===== src/rtl/onehot_scan_decoder_pkg.sv =====
// Shared definitions for the one-hot scan decoder.
//   ST_*        : FSM state encodings
//   sel2onehot  : index -> one-hot vector, sized for the widest supported
//                 select; callers truncate to their own OUT_W
package onehot_scan_decoder_pkg;

  localparam logic [1:0] ST_IDLE   = 2'd0;
  localparam logic [1:0] ST_DECODE = 2'd1;
  localparam logic [1:0] ST_SCAN   = 2'd2;

  localparam int MAX_SEL_W = 8;
  localparam int MAX_OUT_W = 1 << MAX_SEL_W;

  function automatic logic [MAX_OUT_W-1:0] sel2onehot(input logic [MAX_SEL_W-1:0] s);
    logic [MAX_OUT_W-1:0] v;
    v    = '0;
    v[s] = 1'b1;
    return v;
  endfunction

endpackage


===== src/rtl/onehot_scan_decoder_if.sv =====
// Control/output bundle of the one-hot scan decoder.
//   en, mode, sel, sel_valid, dwell : controller -> decoder
//   D, idx, wrap                    : decoder -> consumer (all registered)
// master = the side driving controls, slave = the decoder itself.
interface onehot_scan_decoder_if #(
  parameter int SEL_W   = 3,
  parameter int DWELL_W = 8
);
  localparam int OUT_W = 1 << SEL_W;

  logic               en;
  logic               mode;
  logic [SEL_W-1:0]   sel;
  logic               sel_valid;
  logic [DWELL_W-1:0] dwell;
  logic [OUT_W-1:0]   D;
  logic [SEL_W-1:0]   idx;
  logic               wrap;

  modport master (output en, mode, sel, sel_valid, dwell,
                  input  D, idx, wrap);
  modport slave  (input  en, mode, sel, sel_valid, dwell,
                  output D, idx, wrap);
endinterface


===== src/rtl/onehot_scan_decoder_dwell_timer.sv =====
// Dwell counter for scan mode.
//   clk, rst : clock, async active-high reset
//   clr      : hold counter at zero (not scanning)
//   dwell    : live compare value; a line is held dwell+1 cycles
//   tick     : high in the cycle cnt == dwell (never while clr)
// If dwell drops below cnt, cnt runs on and wraps through zero naturally
// before the next match.
module dwell_timer #(
  parameter int DWELL_W = 8
) (
  input  logic               clk,
  input  logic               rst,
  input  logic               clr,
  input  logic [DWELL_W-1:0] dwell,
  output logic               tick
);

  logic [DWELL_W-1:0] cnt;

  assign tick = !clr && (cnt == dwell);

  always_ff @(posedge clk or posedge rst) begin
    if (rst)              cnt <= '0;
    else if (clr || tick) cnt <= '0;
    else                  cnt <= cnt + 1'b1;
  end

endmodule


===== src/rtl/onehot_scan_decoder.sv =====
// SEL_W-to-2^SEL_W one-hot decoder with registered output and auto-scan.
//   clk, rst : clock (rising), async active-high reset
//   bus      : slave side of onehot_scan_decoder_if
//              decode mode loads D=onehot(sel) on sel_valid (latency 1);
//              scan mode walks D through all lines, dwell+1 cycles each,
//              pulsing wrap when line 0 follows line OUT_W-1.
// ACTIVE_LOW inverts D only (including its reset value).
module onehot_scan_decoder
  import onehot_scan_decoder_pkg::*;
#(
  parameter int SEL_W      = 3,
  parameter int DWELL_W    = 8,
  parameter int ACTIVE_LOW = 0
) (
  input logic                   clk,
  input logic                   rst,
  onehot_scan_decoder_if.slave  bus
);

  localparam int               OUT_W = 1 << SEL_W;
  localparam bit               INV   = (ACTIVE_LOW != 0);
  localparam logic [OUT_W-1:0] D_OFF = {OUT_W{INV}};

  logic [1:0]       state;
  logic [OUT_W-1:0] d_q;
  logic [SEL_W-1:0] idx_q;
  logic [SEL_W-1:0] idx_inc;
  logic             wrap_q;
  logic             scan_run;
  logic             tick;

  // Output-polarity aware line pattern.
  function automatic logic [OUT_W-1:0] line_of(input logic [SEL_W-1:0] i);
    return OUT_W'(sel2onehot(MAX_SEL_W'(i))) ^ D_OFF;
  endfunction

  assign idx_inc = idx_q + 1'b1;

  // Counter only runs while already settled in SCAN with scan still requested;
  // any mode change or disable clears it so a new dwell starts from zero.
  assign scan_run = bus.en && bus.mode && (state == ST_SCAN);

  dwell_timer #(.DWELL_W(DWELL_W)) u_timer (
    .clk   (clk),
    .rst   (rst),
    .clr   (!scan_run),
    .dwell (bus.dwell),
    .tick  (tick)
  );

  always_ff @(posedge clk or posedge rst) begin
    if (rst) begin
      state  <= ST_IDLE;
      d_q    <= D_OFF;
      idx_q  <= '0;
      wrap_q <= 1'b0;
    end else begin
      wrap_q <= 1'b0;
      if (!bus.en) begin
        state <= ST_IDLE;
        d_q   <= D_OFF;
        idx_q <= '0;
      end else if (!bus.mode) begin
        state <= ST_DECODE;
        if (bus.sel_valid) begin
          idx_q <= bus.sel;
          d_q   <= line_of(bus.sel);
        end else if (state != ST_DECODE) begin
          // fresh entry: nothing active until the first load
          idx_q <= '0;
          d_q   <= D_OFF;
        end
      end else if (state != ST_SCAN) begin
        // scan entry starts at line 0 without a wrap pulse
        state <= ST_SCAN;
        idx_q <= '0;
        d_q   <= line_of('0);
      end else if (tick) begin
        idx_q  <= idx_inc;
        d_q    <= line_of(idx_inc);
        wrap_q <= (idx_q == {SEL_W{1'b1}});
      end
    end
  end

  assign bus.D    = d_q;
  assign bus.idx  = idx_q;
  assign bus.wrap = wrap_q;

endmodule

===== src/flat_wrapper.sv =====
// flat-port wrapper written by rule: the top's interface ports become plain ports
module onehot_scan_decoder_flat import onehot_scan_decoder_pkg::*;
#(
  parameter int SEL_W      = 3,
  parameter int DWELL_W    = 8,
  parameter int ACTIVE_LOW = 0
)
  (clk, rst, bus_en, bus_mode, bus_sel, bus_sel_valid, bus_dwell, bus_D, bus_idx, bus_wrap);
  onehot_scan_decoder_if #(.SEL_W(SEL_W), .DWELL_W(DWELL_W)) bus_i ();
  input logic clk;
  input logic rst;
  input wire logic [$bits(bus_i.en)-1:0] bus_en;
  input wire logic [$bits(bus_i.mode)-1:0] bus_mode;
  input wire logic [$bits(bus_i.sel)-1:0] bus_sel;
  input wire logic [$bits(bus_i.sel_valid)-1:0] bus_sel_valid;
  input wire logic [$bits(bus_i.dwell)-1:0] bus_dwell;
  output wire logic [$bits(bus_i.D)-1:0] bus_D;
  output wire logic [$bits(bus_i.idx)-1:0] bus_idx;
  output wire logic [$bits(bus_i.wrap)-1:0] bus_wrap;
  assign bus_i.en = bus_en;
  assign bus_i.mode = bus_mode;
  assign bus_i.sel = bus_sel;
  assign bus_i.sel_valid = bus_sel_valid;
  assign bus_i.dwell = bus_dwell;
  assign bus_D = bus_i.D;
  assign bus_idx = bus_i.idx;
  assign bus_wrap = bus_i.wrap;
  onehot_scan_decoder #(.SEL_W(SEL_W), .DWELL_W(DWELL_W), .ACTIVE_LOW(ACTIVE_LOW)) u_core (.clk(clk), .rst(rst), .bus(bus_i));
endmodule

===== config.mk =====
export PLATFORM = sky130hd
export DESIGN_NAME = onehot_scan_decoder_flat
export DESIGN_NICKNAME = d
export VERILOG_FILES = /design/src/rtl/onehot_scan_decoder_pkg.sv /design/src/rtl/onehot_scan_decoder_if.sv /design/src/rtl/onehot_scan_decoder_dwell_timer.sv /design/src/rtl/onehot_scan_decoder.sv /design/src/flat_wrapper.sv
export SDC_FILE = /design/constraint.sdc
export NUM_CORES = 1
export LEC_CHECK = 0
export ABC_CLOCK_PERIOD_IN_PS = 1810
export CELL_PAD_IN_SITES_DETAIL_PLACEMENT = 1
export CELL_PAD_IN_SITES_GLOBAL_PLACEMENT = 1
export CORE_MARGIN = 10
export CORE_UTILIZATION = 34
export CTS_CLUSTER_DIAMETER = 50
export DETAILED_ROUTE_END_ITERATION = 8
export PLACE_DENSITY = 0.78
export SETUP_SLACK_MARGIN = 0.4
export SYNTH_ARGS = -nofsm -noshare
export SYNTH_HDL_FRONTEND = slang
export SYNTH_SLANG_ARGS = --single-unit

===== constraint.sdc =====
create_clock -name clk -period 1.81 [get_ports clk]
set_input_delay 0.181 -clock clk [delete_from_list [all_inputs] [get_ports clk]]
set_output_delay 0.181 -clock clk [all_outputs]
set_load 0.03 [all_outputs]

After elaboration in Yosys (flattened, before gate mapping)
Index checks and enable logic that the tools add are counted.
{"block": "word_totals", "out_inout_bits": 12, "in_bits": 16, "regBits": 22}
{"block": "op_classes", "n_mux": 24, "addsub": 2, "n_eq_ne": 8, "reduce_logical": 8, "order_cmp": 4}
{"op": "two-way mux 8 bit", "n": 7}
{"op": "less-than comparator 3 x 9 -> 1 bit (second input constant)", "n": 2}
{"op": "two-way mux 3 bit", "n": 6}
{"op": "adder 8 x 1 -> 8 bit (second input constant)", "n": 1}
{"op": "equality test 8 bit", "n": 1}
{"op": "demux 1 bit (select 3 bit)", "n": 2}
{"op": "greater-or-equal comparator 3 x 1 -> 1 bit (second input constant)", "n": 2}
{"op": "two-way mux 1 bit", "n": 6}
{"op": "two-way mux 2 bit", "n": 3}
{"op": "logical AND 1 bit", "n": 5}
{"op": "inequality test 4 x 1 -> 1 bit (second input constant)", "n": 1}
{"op": "inequality test 4 x 2 -> 1 bit (second input constant)", "n": 1}
{"op": "adder 3 x 1 -> 3 bit (second input constant)", "n": 1}
{"op": "equality test 3 bit (second input constant)", "n": 1}
{"op": "inequality test 3 x 2 -> 1 bit (second input constant)", "n": 1}
{"op": "equality test 2 bit (second input constant)", "n": 1}
{"op": "inequality test 2 x 1 -> 1 bit (second input constant)", "n": 1}
{"op": "inequality test 2 bit (second input constant)", "n": 1}
{"op": "AND reduction 2 bit", "n": 1}
{"op": "logical NOT 1 bit", "n": 1}
{"op": "logical OR 1 bit", "n": 1}

Logic depth before layout (Yosys ltp)
{"block": "logic_depth", "ltp_word": 9, "ltp_mapped": 7}

By module
From an unflattened synthesis, not the netlist that was laid out.
{"block": "unflattened", "cells_unflattened": 127, "hier_area_um2": 1306.3}
{"module": "onehot_scan_decoder", "seq_area_each_um2": 350.3, "area_each_um2": 813.3, "cells_per_inst": 80, "n_inst": 1}
{"module": "dwell_timer", "seq_area_each_um2": 200.2, "area_each_um2": 493.0, "cells_per_inst": 47, "n_inst": 1}

Least setup slack after synthesis
Ideal clock, no wire load.
{"block": "synth_path", "path_kind": "reg-to-reg", "start": "reg u_core.idx_q[0] (netlist: u_core.bus.idx[0])", "end": "reg u_core.d_q[1] (netlist: u_core.bus.D[1])", "arrival_time_ns": 1.769, "path_buffers": 0, "stages_incl_launch_ff": 6, "required_time_ns": 1.745, "setup_slack_ns": -0.024, "period_less_slack_ns": 1.834, "cell_sequence": "dfrtp_1 > ha_1 > ha_1 > or4_1 > o31ai_1 > mux2_4"}
{"block": "synth_between", "elab_chain_cells": 9}
{"item": "from (decl)", "line": "onehot_scan_decoder.sv:26", "source": "logic [SEL_W-1:0] idx_q;"}
{"item": "from (signal assigned)", "line": "onehot_scan_decoder.sv:66", "source": "idx_q <= bus.sel;"}
{"item": "from (signal assigned)", "line": "onehot_scan_decoder.sv:79", "source": "idx_q <= idx_inc;"}
{"item": "adder 3 x 1 -> 3 bit *", "line": "onehot_scan_decoder.sv:37", "source": "assign idx_inc = idx_q + 1'b1;"}
{"item": "less-than comparator 3 x 9 -> 1 bit (not written as such) or greater-or-equal comparator 3 x 1 -> 1 bit (tied branches)", "line": "onehot_scan_decoder_pkg.sv:17", "source": "v[s] = 1'b1;"}
{"item": "logical AND 1 bit (not written as such)", "line": "onehot_scan_decoder_pkg.sv:17"}
{"item": "two-way mux 1 bit (not written as such)", "line": "onehot_scan_decoder_pkg.sv:17"}
{"item": "demux 1 bit (select 3 bit) *"}
{"item": "two-way mux 8 bit *", "line": "onehot_scan_decoder.sv:78", "source": "end else if (tick) begin"}
{"item": "two-way mux 8 bit *", "line": "onehot_scan_decoder.sv:73", "source": "end else if (state != ST_SCAN) begin"}
{"item": "two-way mux 8 bit *", "line": "onehot_scan_decoder.sv:63", "source": "end else if (!bus.mode) begin"}
{"item": "two-way mux 8 bit *", "line": "onehot_scan_decoder.sv:59", "source": "if (!bus.en) begin"}
{"item": "to (signal assigned)", "line": "onehot_scan_decoder.sv:67", "source": "d_q <= line_of(bus.sel);"}
{"item": "to (signal assigned)", "line": "onehot_scan_decoder.sv:77", "source": "d_q <= line_of('0);"}
{"item": "to (signal assigned)", "line": "onehot_scan_decoder.sv:80", "source": "d_q <= line_of(idx_inc);"}
{"item": "to (decl)", "line": "onehot_scan_decoder.sv:25", "source": "logic [OUT_W-1:0] d_q;"}
Every way passes the cells marked *; elsewhere a longest branch is shown, timed or not. The select of a mux whose other input is x is not followed.
A chain may end at the register's enable or synchronous reset.

Worst setup path after layout
{"block": "layout_path", "start": "reg u_core.u_timer.cnt[4]", "end": "reg u_core.idx_q[1] (netlist: u_core.bus.idx[1])"}
{"block": "layout_between", "elab_chain_cells": 4}
{"item": "from (decl)", "line": "onehot_scan_decoder_dwell_timer.sv:18", "source": "logic [DWELL_W-1:0] cnt;"}
{"item": "from (signal assigned)", "line": "onehot_scan_decoder_dwell_timer.sv:25", "source": "else cnt <= cnt + 1'b1;"}
{"item": "equality test 8 bit", "line": "onehot_scan_decoder_dwell_timer.sv:20", "source": "assign tick = !clr && (cnt == dwell);"}
{"item": "logical AND 1 bit", "line": "onehot_scan_decoder_dwell_timer.sv:20"}
{"item": "inequality test 4 x 2 -> 1 bit (no line)"}
{"item": "AND reduction 2 bit (no line)"}
No other way between the ends.

==> impl_metrics.env <==
export IMPL_synth_adder_area_share_pct=3.04
export IMPL_ant_nets=0
export IMPL_synth_top_family_by_area="simple AND/OR/NAND/NOR gates"
export IMPL_path_max_fanout=6
export IMPL_hold_viol_final=0
export IMPL_whs_ns=0.185
export IMPL_cts_max_level=1
export IMPL_clkTransAtPathRegs_ns=0.13
export IMPL_grt_pass1_vias=1169
export IMPL_grt_pass1_wl_mm=5.67
export IMPL_start_util_pct=36.2
export IMPL_synth_distinct_cells=30
export IMPL_yosysWarnings=0
export IMPL_synthMuxAreaShare_pct=11.8
export IMPL_cts_sinks=22
export IMPL_required_ns=2.01
export IMPL_layout_min_cycle_time_ns=1.77
export IMPL_routed_wl_mm=3.53
export IMPL_gp_congestion=0.892
export IMPL_finalNonFillerCells=200
export IMPL_outcome="complete, no violations"
export IMPL_viasPerCell=4.95
export IMPL_post_route_drc_count=0
export IMPL_yosys_area_share_simple_pct=18.6
export IMPL_synth_seq_cells=22
export IMPL_dieArea_mm2=0.00645
export IMPL_synth_ff_type="dfrtp_1"
export IMPL_grt_total_usage_pct=11.1
export IMPL_row_count=21
export IMPL_final_layout_size_suffix_gt1_share_pct=33.1
export IMPL_reg2regPathDepth=5
export IMPL_crit_arrival_ns=1.97
export IMPL_synthArstFlopShare_pct=100
export IMPL_netlist_area_mm2=0.00124
export IMPL_grt_max_degree=23
export IMPL_die_h_um=80.3
export IMPL_endpoint_kind="register"
export IMPL_drv_slew=0
export IMPL_grt_overflow=0
export IMPL_place_ws_ns=-0.264
export IMPL_clock_root_buffer="clkbuf_4"
export IMPL_rsz0062_at_grt="yes"
export IMPL_hp_class="input pin to asynchronous set/reset pin"
export IMPL_critical_path_class="register to register"
export IMPL_fin_skew_ns=0.00773
export IMPL_cts_buffer_depth=2
export IMPL_max_cap_violations=0
export IMPL_relSlewSlack_pct=79.0
export IMPL_cts_tree="built"
export IMPL_worst_slack_ns=0.0422
export IMPL_coreArea_mm2=0.00342
export IMPL_io_pins=28
export IMPL_first_iter_violations=52
export IMPL_insertedDiodeCount=0
export IMPL_hpwl_mm=2.47
export IMPL_cts_made_buffers=3
export IMPL_mostFrequentLayoutCell="dfrtp_1"
export IMPL_grt_antenna_before_repair=0
export IMPL_worst_pin_slew_ns=0.316
export IMPL_ys_seq_area_share_pct=44.5
export IMPL_setup_viol=0
export IMPL_synth_edf_count=0
export IMPL_syn_nets=132
export IMPL_p_leak_nw=0.856
export IMPL_area_delta_synth_final_pct=43.7
export IMPL_fmax_ghz=0.566
export IMPL_syn_inst=113
export IMPL_wl_per_cell_um=17.6
export IMPL_powerDensity_mw_per_mm2=591
export IMPL_placedCellCount=189
export IMPL_peakVddDrop_mv=0.243
export IMPL_clk_latency_ns=0.31
export IMPL_layout_nets=174
export IMPL_finalCritPeriodShare_pct=97.7
export IMPL_power_mw=1.05
export IMPL_finish_utilization_pct=52.0
export IMPL_die_w_um=80.3
export IMPL_synth_xor_area_share_pct=10.5
export IMPL_first_pass_iters=4
export IMPL_synth_compound_area_share_pct=7.39
export IMPL_startpoint_type="register"
export IMPL_dr_total_vias=989
export IMPL_mostFrequentLayoutCells="dfrtp_1, clkdlybuf4s50_1, nand2_1"
export IMPL_numPortBuffers=27
export IMPL_syn_avg_cell_area_um2=10.9
## flip-flops by register name, summed over array words and instances, names as in the netlist
signal	cells
u_core.bus.D	8
u_core.bus.idx	3
u_core.bus.wrap	1
u_core.state	2
u_core.u_timer.cnt	8
## final timing paths
check	slack, ns	end	start
min in group clk	0.44	u_core.state[0]	bus_mode
hold / removal	0.18	u_core.u_timer.cnt[1]	rst
max in group asynchronous	1.37	u_core.bus.idx[0]	rst
hold reg to reg	0.53	u_core.bus.D[6]	u_core.bus.D[6]
setup / recovery	0.04	u_core.bus.idx[1]	u_core.u_timer.cnt[4]
setup reg to reg	0.04	u_core.bus.idx[1]	u_core.u_timer.cnt[4]
## timing repair
item,4_1_cts,5_1_grt
pin swaps,5,5
buffers inserted,5,1
setup endpoints to repair,24,22
gates resized for setup,23,24
hold buffers,0,0
gates cloned,1,0
## worst max-delay path, stage by stage (launching register included)
cell and delay (ns):
dfrtp_1 0.42, xor2_1 0.16, nor4_2 0.29, a31o_1 0.24, and2_4 0.24, mux2_4 0.31
## per-layer routing
layer / GRT usage (%) / routed length (um) / vias to the layer above
li1: - / - / 469
met1: 12.0 / 1400 / 493
met2: 20.1 / 1930 / 23
met3: 3.01 / 166 / 4
met4: 3.87 / 33 / 0
met5: 0 / 0 / -
## where the power goes
group	internal (mW)	switching [mW]	leakage, nW	total, mW
clock network	0.224	0.157	0.0279	0.380
logic	0.0775	0.0828	0.529	0.160
registers	0.502	0.00710	0.299	0.509
total	0.803	0.246	0.856	1.05
## cell families (layout without fill, tap and decap cells)
logic type / count (synthesis) / in the layout
and+or+nand+nor: 45 / 46
DFF: 22 / 22
xor gates and xnor gates: 14 / 14
AOI/OAI and AO/OA: 12 / 12
muxes: 10 / 10
buffers and inverters: 7 / 47
adders and majority gates: 3 / 3
## cell usage after synthesis, types with 2 or more instances
master / number / area, um2
mux2_4: 9 / 135
xor2_1: 11 / 96.3
o32ai_1: 4 / 35.0
and3_2: 3 / 22.5
nand2b_1: 4 / 25.0
o22ai_1: 2 / 12.5
nand2_1: 13 / 48.8
nor2_1: 11 / 41.3
nor2b_1: 2 / 12.5
dfrtp_1: 22 / 551
nand3_1: 4 / 20.0
and2_1: 3 / 18.8
inv_1: 4 / 15.0
xnor2_1: 2 / 17.5
ha_1: 3 / 37.5
o31ai_1: 2 / 15.0
## metrics by stage
step | setup TNS [ns] | area (um2)
2_1_floorplan | 0 | 1240
3_3_place_gp | -1.89 | 1580
3_5_place_dp | -2.36 | 1580
4_1_cts | 0 | 1700
5_1_grt | -0.0725 | 1780
6_report | 0 | 1780
## cell type report
class | count | area, um2
repair buffers | 39 | 359
multi-input cells | 85 | 739
flip-flops and latches | 22 | 553
inverters | 4 | 15.0
well taps | 46 | 57.6
clock buffers | 3 | 22.5
fillers | 385 | 1640
clock inverters | 1 | 30.0
(Power assumes the default switching activity.)
